==> src/rtl/gray_conv_pipe.sv <==
`default_nettype none
// ============================================================================
// Module : gray_conv_pipe
// Brief  : Pipelined binary<->Gray converter, per-word mode, valid/ready flow.
// Rev    : 1.0  initial release
// ============================================================================
module gray_conv_pipe #(
  parameter int WIDTH  = 8,
  parameter int STAGES = 2
) (
  input  logic             clk,
  input  logic             rst_n,
  input  logic             clr,
  input  logic             in_valid,
  output logic             in_ready,
  input  logic [WIDTH-1:0] in_data,
  input  logic             in_mode,
  output logic             out_valid,
  input  logic             out_ready,
  output logic [WIDTH-1:0] out_data,
  output logic             out_mode
);

  localparam int CH = (WIDTH + STAGES - 1) / STAGES;

  logic [STAGES-1:0]            r_valid;
  logic [STAGES-1:0]            r_mode;
  logic [STAGES-1:0][WIDTH-1:0] r_data;

  logic [STAGES:0]              w_load;
  logic [STAGES-1:0]            w_src_valid;
  logic [STAGES-1:0]            w_src_mode;
  logic [STAGES-1:0][WIDTH-1:0] w_src_data;
  logic [STAGES-1:0][WIDTH-1:0] w_nxt_data;

  // A stage loads when empty or when the stage ahead of it loads this cycle.
  always_comb begin
    w_load         = '0;
    w_load[STAGES] = out_ready;
    for (int k = STAGES - 1; k >= 0; k--) begin
      w_load[k] = ~r_valid[k] | w_load[k+1];
    end
  end

  assign in_ready = w_load[0];

  for (genvar k = 0; k < STAGES; k++) begin : g_stage
    // Bit range of the Gray->binary chain resolved in this stage (empty if HI < 0).
    localparam int HI = WIDTH - 1 - k * CH;
    localparam int LO = (WIDTH - (k + 1) * CH > 0) ? (WIDTH - (k + 1) * CH) : 0;

    logic [WIDTH-1:0] w_nxt;

    if (k == 0) begin : g_head
      assign w_src_valid[k] = in_valid;
      assign w_src_mode[k]  = in_mode;
      assign w_src_data[k]  = in_data;
    end else begin : g_body
      assign w_src_valid[k] = r_valid[k-1];
      assign w_src_mode[k]  = r_mode[k-1];
      assign w_src_data[k]  = r_data[k-1];
    end

    always_comb begin
      w_nxt = w_src_data[k];
      if (!w_src_mode[k]) begin
        if (k == 0) begin
          w_nxt = w_src_data[k] ^ (w_src_data[k] >> 1);
        end
      end else begin
        // The MSB is its own binary value; each lower bit folds in the one above.
        for (int i = WIDTH - 2; i >= 0; i--) begin
          if (i <= HI && i >= LO) begin
            w_nxt[i] = w_nxt[i+1] ^ w_src_data[k][i];
          end
        end
      end
    end

    assign w_nxt_data[k] = w_nxt;
  end

  always_ff @(posedge clk or negedge rst_n) begin
    if (!rst_n) begin
      r_valid <= '0;
      r_mode  <= '0;
      r_data  <= '0;
    end else begin
      for (int k = 0; k < STAGES; k++) begin
        if (clr) begin
          r_valid[k] <= 1'b0;
        end else if (w_load[k]) begin
          r_valid[k] <= w_src_valid[k];
        end
        if (w_load[k] && w_src_valid[k]) begin
          r_data[k] <= w_nxt_data[k];
          r_mode[k] <= w_src_mode[k];
        end
      end
    end
  end

  assign out_valid = r_valid[STAGES-1];
  assign out_data  = r_data[STAGES-1];
  assign out_mode  = r_mode[STAGES-1];

endmodule
`default_nettype wire

==> config.mk <==
export PLATFORM = sky130hd
export DESIGN_NAME = gray_conv_pipe
export DESIGN_NICKNAME = d
export VERILOG_FILES = /design/src/rtl/gray_conv_pipe.sv
export SDC_FILE = /design/constraint.sdc
export NUM_CORES = 1
export LEC_CHECK = 0
export BUFFER_PORTS_ARGS = -buffer_cell sky130_fd_sc_hd__buf_2
export CAP_MARGIN = 30
export CORE_MARGIN = 5
export CORE_UTILIZATION = 43
export DETAILED_ROUTE_END_ITERATION = 12
export PLACE_DENSITY = 0.67
export SETUP_SLACK_MARGIN = 0.1
export SLEW_MARGIN = 20
export SYNTH_ARGS = -nofsm -noshare
export SYNTH_HDL_FRONTEND = slang
export SYNTH_SLANG_ARGS = --single-unit
export TNS_END_PERCENT = 5
==> constraint.sdc <==
create_clock -name clk -period 3.05 [get_ports clk]
set_input_delay 0.61 -clock clk [delete_from_list [all_inputs] [get_ports clk]]
set_output_delay 0.61 -clock clk [all_outputs]
set_load 0.005 [all_outputs]
Word-level counts from Yosys, hierarchy flattened
Cells that the tools add are included.
W data, S select, Z words.
{ "totals": {"ff_bits": 20, "input_bits": 14, "out_inout_bits": 11, "wordCells": 35} }
{ "op_classes": {"muxes": 13, "bitwise": 12, "reduce_logical": 4} }
{ "ops": {"columns": ["operator", "count"], "rows": [
  ["$mux W1", 10],
  ["$mux W4", 2],
  ["$xor A8 B7 Y8", 1],
  ["$xor A1 B1 Y1", 7],
  ["$reduce_bool A2 Y1", 2],
  ["$mux W3", 1],
  ["$logic_and A1 B1 Y1", 2],
  ["$not A1 Y1", 2],
  ["$or A1 B1 Y1", 2]
]} }

Longest topological paths before layout
{ "logic_depth": {"ltp_word": 8, "mapped_depth": 5} }

Worst setup path after synthesis
No wires, ideal clock.
{ "synth_timing": {"path_kind": "input-to-reg", "startpoint": "input port out_ready", "endpoint": "register r_data (netlist bit out_data[6])", "arrival_ns": 1.450, "slack_ns": 1.475, "cell_stages": 4, "path_cell_list": "nor2b_1 nand2b_1 buf_2 mux2_2"} }
{ "synth_via": {"elab_chain_cells": 2} }
{ "synth_rtl": {"columns": ["item", "line_no", "text"], "rows": [
  ["start, declared", "19", "input logic out_ready,"],
  ["$or A1 B1 Y1", "41", "w_load[k] = ~r_valid[k] | w_load[k+1];"],
  ["$logic_and A1 B1 Y1", "95", "if (w_load[k] && w_src_valid[k]) begin"],
  ["end signal, assigned by index", "96", "r_data[k] <= w_nxt_data[k];"],
  ["end, declared", "28", "logic [STAGES-1:0][WIDTH-1:0] r_data;"]
]} }
No other way between the ends.
A chain may end at the register's enable or synchronous reset.

Final worst setup path
{ "layout_timing": {"startpoint": "input port out_ready", "endpoint": "output port in_ready"} }
{ "layout_via": {"elab_chain_cells": 2} }
{ "layout_rtl": {"columns": ["item", "line_no", "text"], "rows": [
  ["$or A1 B1 Y1 (2 in a row)", "41", null],
  ["end, declared", "15", "output logic in_ready,"]
]} }
No other way between the ends.

==> results.md <==
* Status: completed
* Port Buffer Count at 24
* Power Density at 593.9 mW/mm^2
* Reg-to-Reg Start: r_data[3]$_DFFE_PN0P_
* Post-route DRC at 0
* Max clock buf depth at 2
* Tcrit/Tclk final at 0.5444
* Layout Nets at 126
* GP Congestion at 0.6969
* Unique cell type count in the Yosys netlist at 20
* Sequential-to-total area share from yosys stat at 0.4988
* Area leader, netlist: dfrtp_1
* Root Driver: clkbuf_4
* CP Max Fanout at 3
* WP data arrival at 1050 ps
* DR WL/cell at 11.25 um
* Postcts setup bufs at 0
* Worst-Margin Slew at 512.8 ps
* PnR worst setup slack at 1389 ps
* Num CTS Buffers at 3
* Post-route ant nets at 0
* Die area at 0.003399 sq mm
* CORE AREA at 0.002212 sq mm
* Post-synthesis cell area at 0.001003 sq mm
* Final slew viol count at 0
* P&R area growth vs syn at 12.22%
* First-pass GRT wire length at 2.815 mm
* Initial antenna violation count at 0
* Core Rows at 17
* Setup TNS at 0 ps
* Num Clock Sinks at 20
* Reg2reg path depth at 4
* DR vias at 641
* Critical path endpoint category: output port
* Post-Syn Instances at 93
* TritonRoute pass-1 iters at 4
* Final hold violation count at 0
* Final min period at 1661 ps
* Die Span X at 58.31 um
* Pin count of the biggest net entering global routing at 21
* Synth Net Count at 107
* VDD IR-drop max at 0.2963 mV
* Gr ovfl total at 0
* Drt initial violations at 4
* Avg Inst Size Synth at 10.79 sq um
* Flops & latches, synth at 20
* Clock insertion delay at the later pin of the skew report at 290 ps
* Max_slew headroom at 0.6581
* Power, Total at 668.8 uW
* RSZ-0062 raised after global routing: no
* R2r setup slk at 1430 ps
* Layout Skew at 4.956 ps
* Fmax at 602.2 MHz
* Pre-CTS setup slack at 1206 ps
* Gr usage total at 0.1069
* Hold Crit Class: input pin to asynchronous set/reset pin
* Resized cells post-CTS at 0
* # Max-Cap Violations at 0
* R2R Path End: out_data[0]$_DFFE_PN0P_
* Ant diodes at 0
* Count of final setup violators at 0
* Hold buffer count at CTS at 0
* Chip height at 58.31 um
* Top cells by area, synth: dfrtp_1, mux2_2, xnor2_1
* CTS clk-pin slew, worst paths at 110 ps
* Layout cells sized above 1 at 0.3333
* Worst Path Required at 2440 ps
* Startpoint types: input pin
* Share of the synthesized area in the top cell type at 0.4988
* Vias/cell at 4.612
* Initial core utilization at 0.4536
* Critical path class: input pin to output port
* CTS tree: built
* I/O pin count at 25
* Vias in the first global route at 675
* Pleak at 0.5331 nW
* Total Wirelength at 1.564 mm
* H-tree depth at 1
* Synthesis Warnings at 0
-- area by class of cell --
class | instances | area, sq um
inverters | 2 | 7.507
clock buffers | 4 | 36.28
multi-input cells | 61 | 426.7
repair buffers | 24 | 120.1
well taps | 28 | 35.03
flip-flops and latches | 20 | 500.5
fillers | 231 | 1086
-- routing by layer --
metal / vias to the layer above / part of all wire / global-route usage
met3: 2 / 0.066 / 0.02193
met4: 0 / 0.010 / 0.04967
met2: 16 / 0.45 / 0.1738
met1: 291 / 0.48 / 0.1357
met5: - / 0 / 0
li1: 332 / - / -
-- cells in the mapped netlist --
master and n:
inv_1 2, dfrtp_1 20, a21oi_1 2, nor2_1 4, o21ai_1 3, and2_1 1
xor2_1 5, clkbuf_1 1, nor2b_1 5, xnor2_1 9, nand3b_1 1, o21ai_0 5
buf_4 8, mux2_2 8, xor3_2 1, a211oi_1 1, nand2b_1 2, buf_2 1
nand2_1 13, a221o_1 1
-- worst max-delay path by stage --
| stage | cells after the start | from | slack (ps) | to |
|---|---|---|---|---|
| floorplan | 4 | out_ready | 1480 | out_data[6]$_DFFE_PN0P_ |
| global placement | 5 | out_ready | 1240 | out_data[0]$_DFFE_PN0P_ |
| detailed placement | 5 | out_ready | 1210 | out_data[0]$_DFFE_PN0P_ |
| CTS | 3 | out_ready | 1390 | in_ready |
| global route | 4 | r_data[3]$_DFFE_PN0P_ | 1340 | out_data[0]$_DFFE_PN0P_ |
| finish | 3 | out_ready | 1390 | in_ready |
-- critical path, cell delays in order --
cell	delay [ps]
buf_2	100
nand3b_1	190
buf_2	150
-- state kept, by name, summed over array words and instances (netlist names) --
register,count
out_data,8
r_mode,2
g_stage.w_nxt,4
r_data,4
r_valid,2
-- where the power goes --
group	total, mW	switching (mW)	internal [mW]
Combinational	0.167	0.0701	0.0972
Clock	0.152	0.0790	0.0727
Sequential	0.350	0.0335	0.316
-- metrics by stage --
stage	utilization	area, sq um	std cells	hold slack [ps]
after floorplan	-	1003	93	314.4
after global placement	0.4926	1090	135	465.9
after detailed placement	0.4926	1090	135	472.8
after CTS	0.5091	1126	139	249.0
after global routing	0.5091	1126	139	266.0
final	0.5091	1126	139	231.1
-- kinds of logic (layout without fill, tap and decap cells) --
kind of cell	count (synthesis)	after routing	synth area share
AOI/OAI and AO/OA	12	12	0.06733
xor gates and xnor gates	15	15	0.1471
buffers and inverters	12	30	0.07606
DFF	20	20	0.4988
muxes	8	8	0.08978
and+or+nand+nor	26	26	0.1210
-- layout by cell type, fill, tap and decap left out, drive strengths merged --
master | synthesis | layout
a211oi | 1 | 1
a21oi | 2 | 2
a221o | 1 | 1
and2 | 1 | 1
buf | 9 | 24
clkbuf | 1 | 4
dfrtp | 20 | 20
inv | 2 | 2
mux2 | 8 | 8
nand2 | 13 | 13
nand2b | 2 | 2
nand3b | 1 | 1
nor2 | 4 | 4
nor2b | 5 | 5
o21ai | 8 | 8
xnor2 | 9 | 9
xor2 | 5 | 5
xor3 | 1 | 1
No activity file was read; power rests on OpenSTA's default activity.
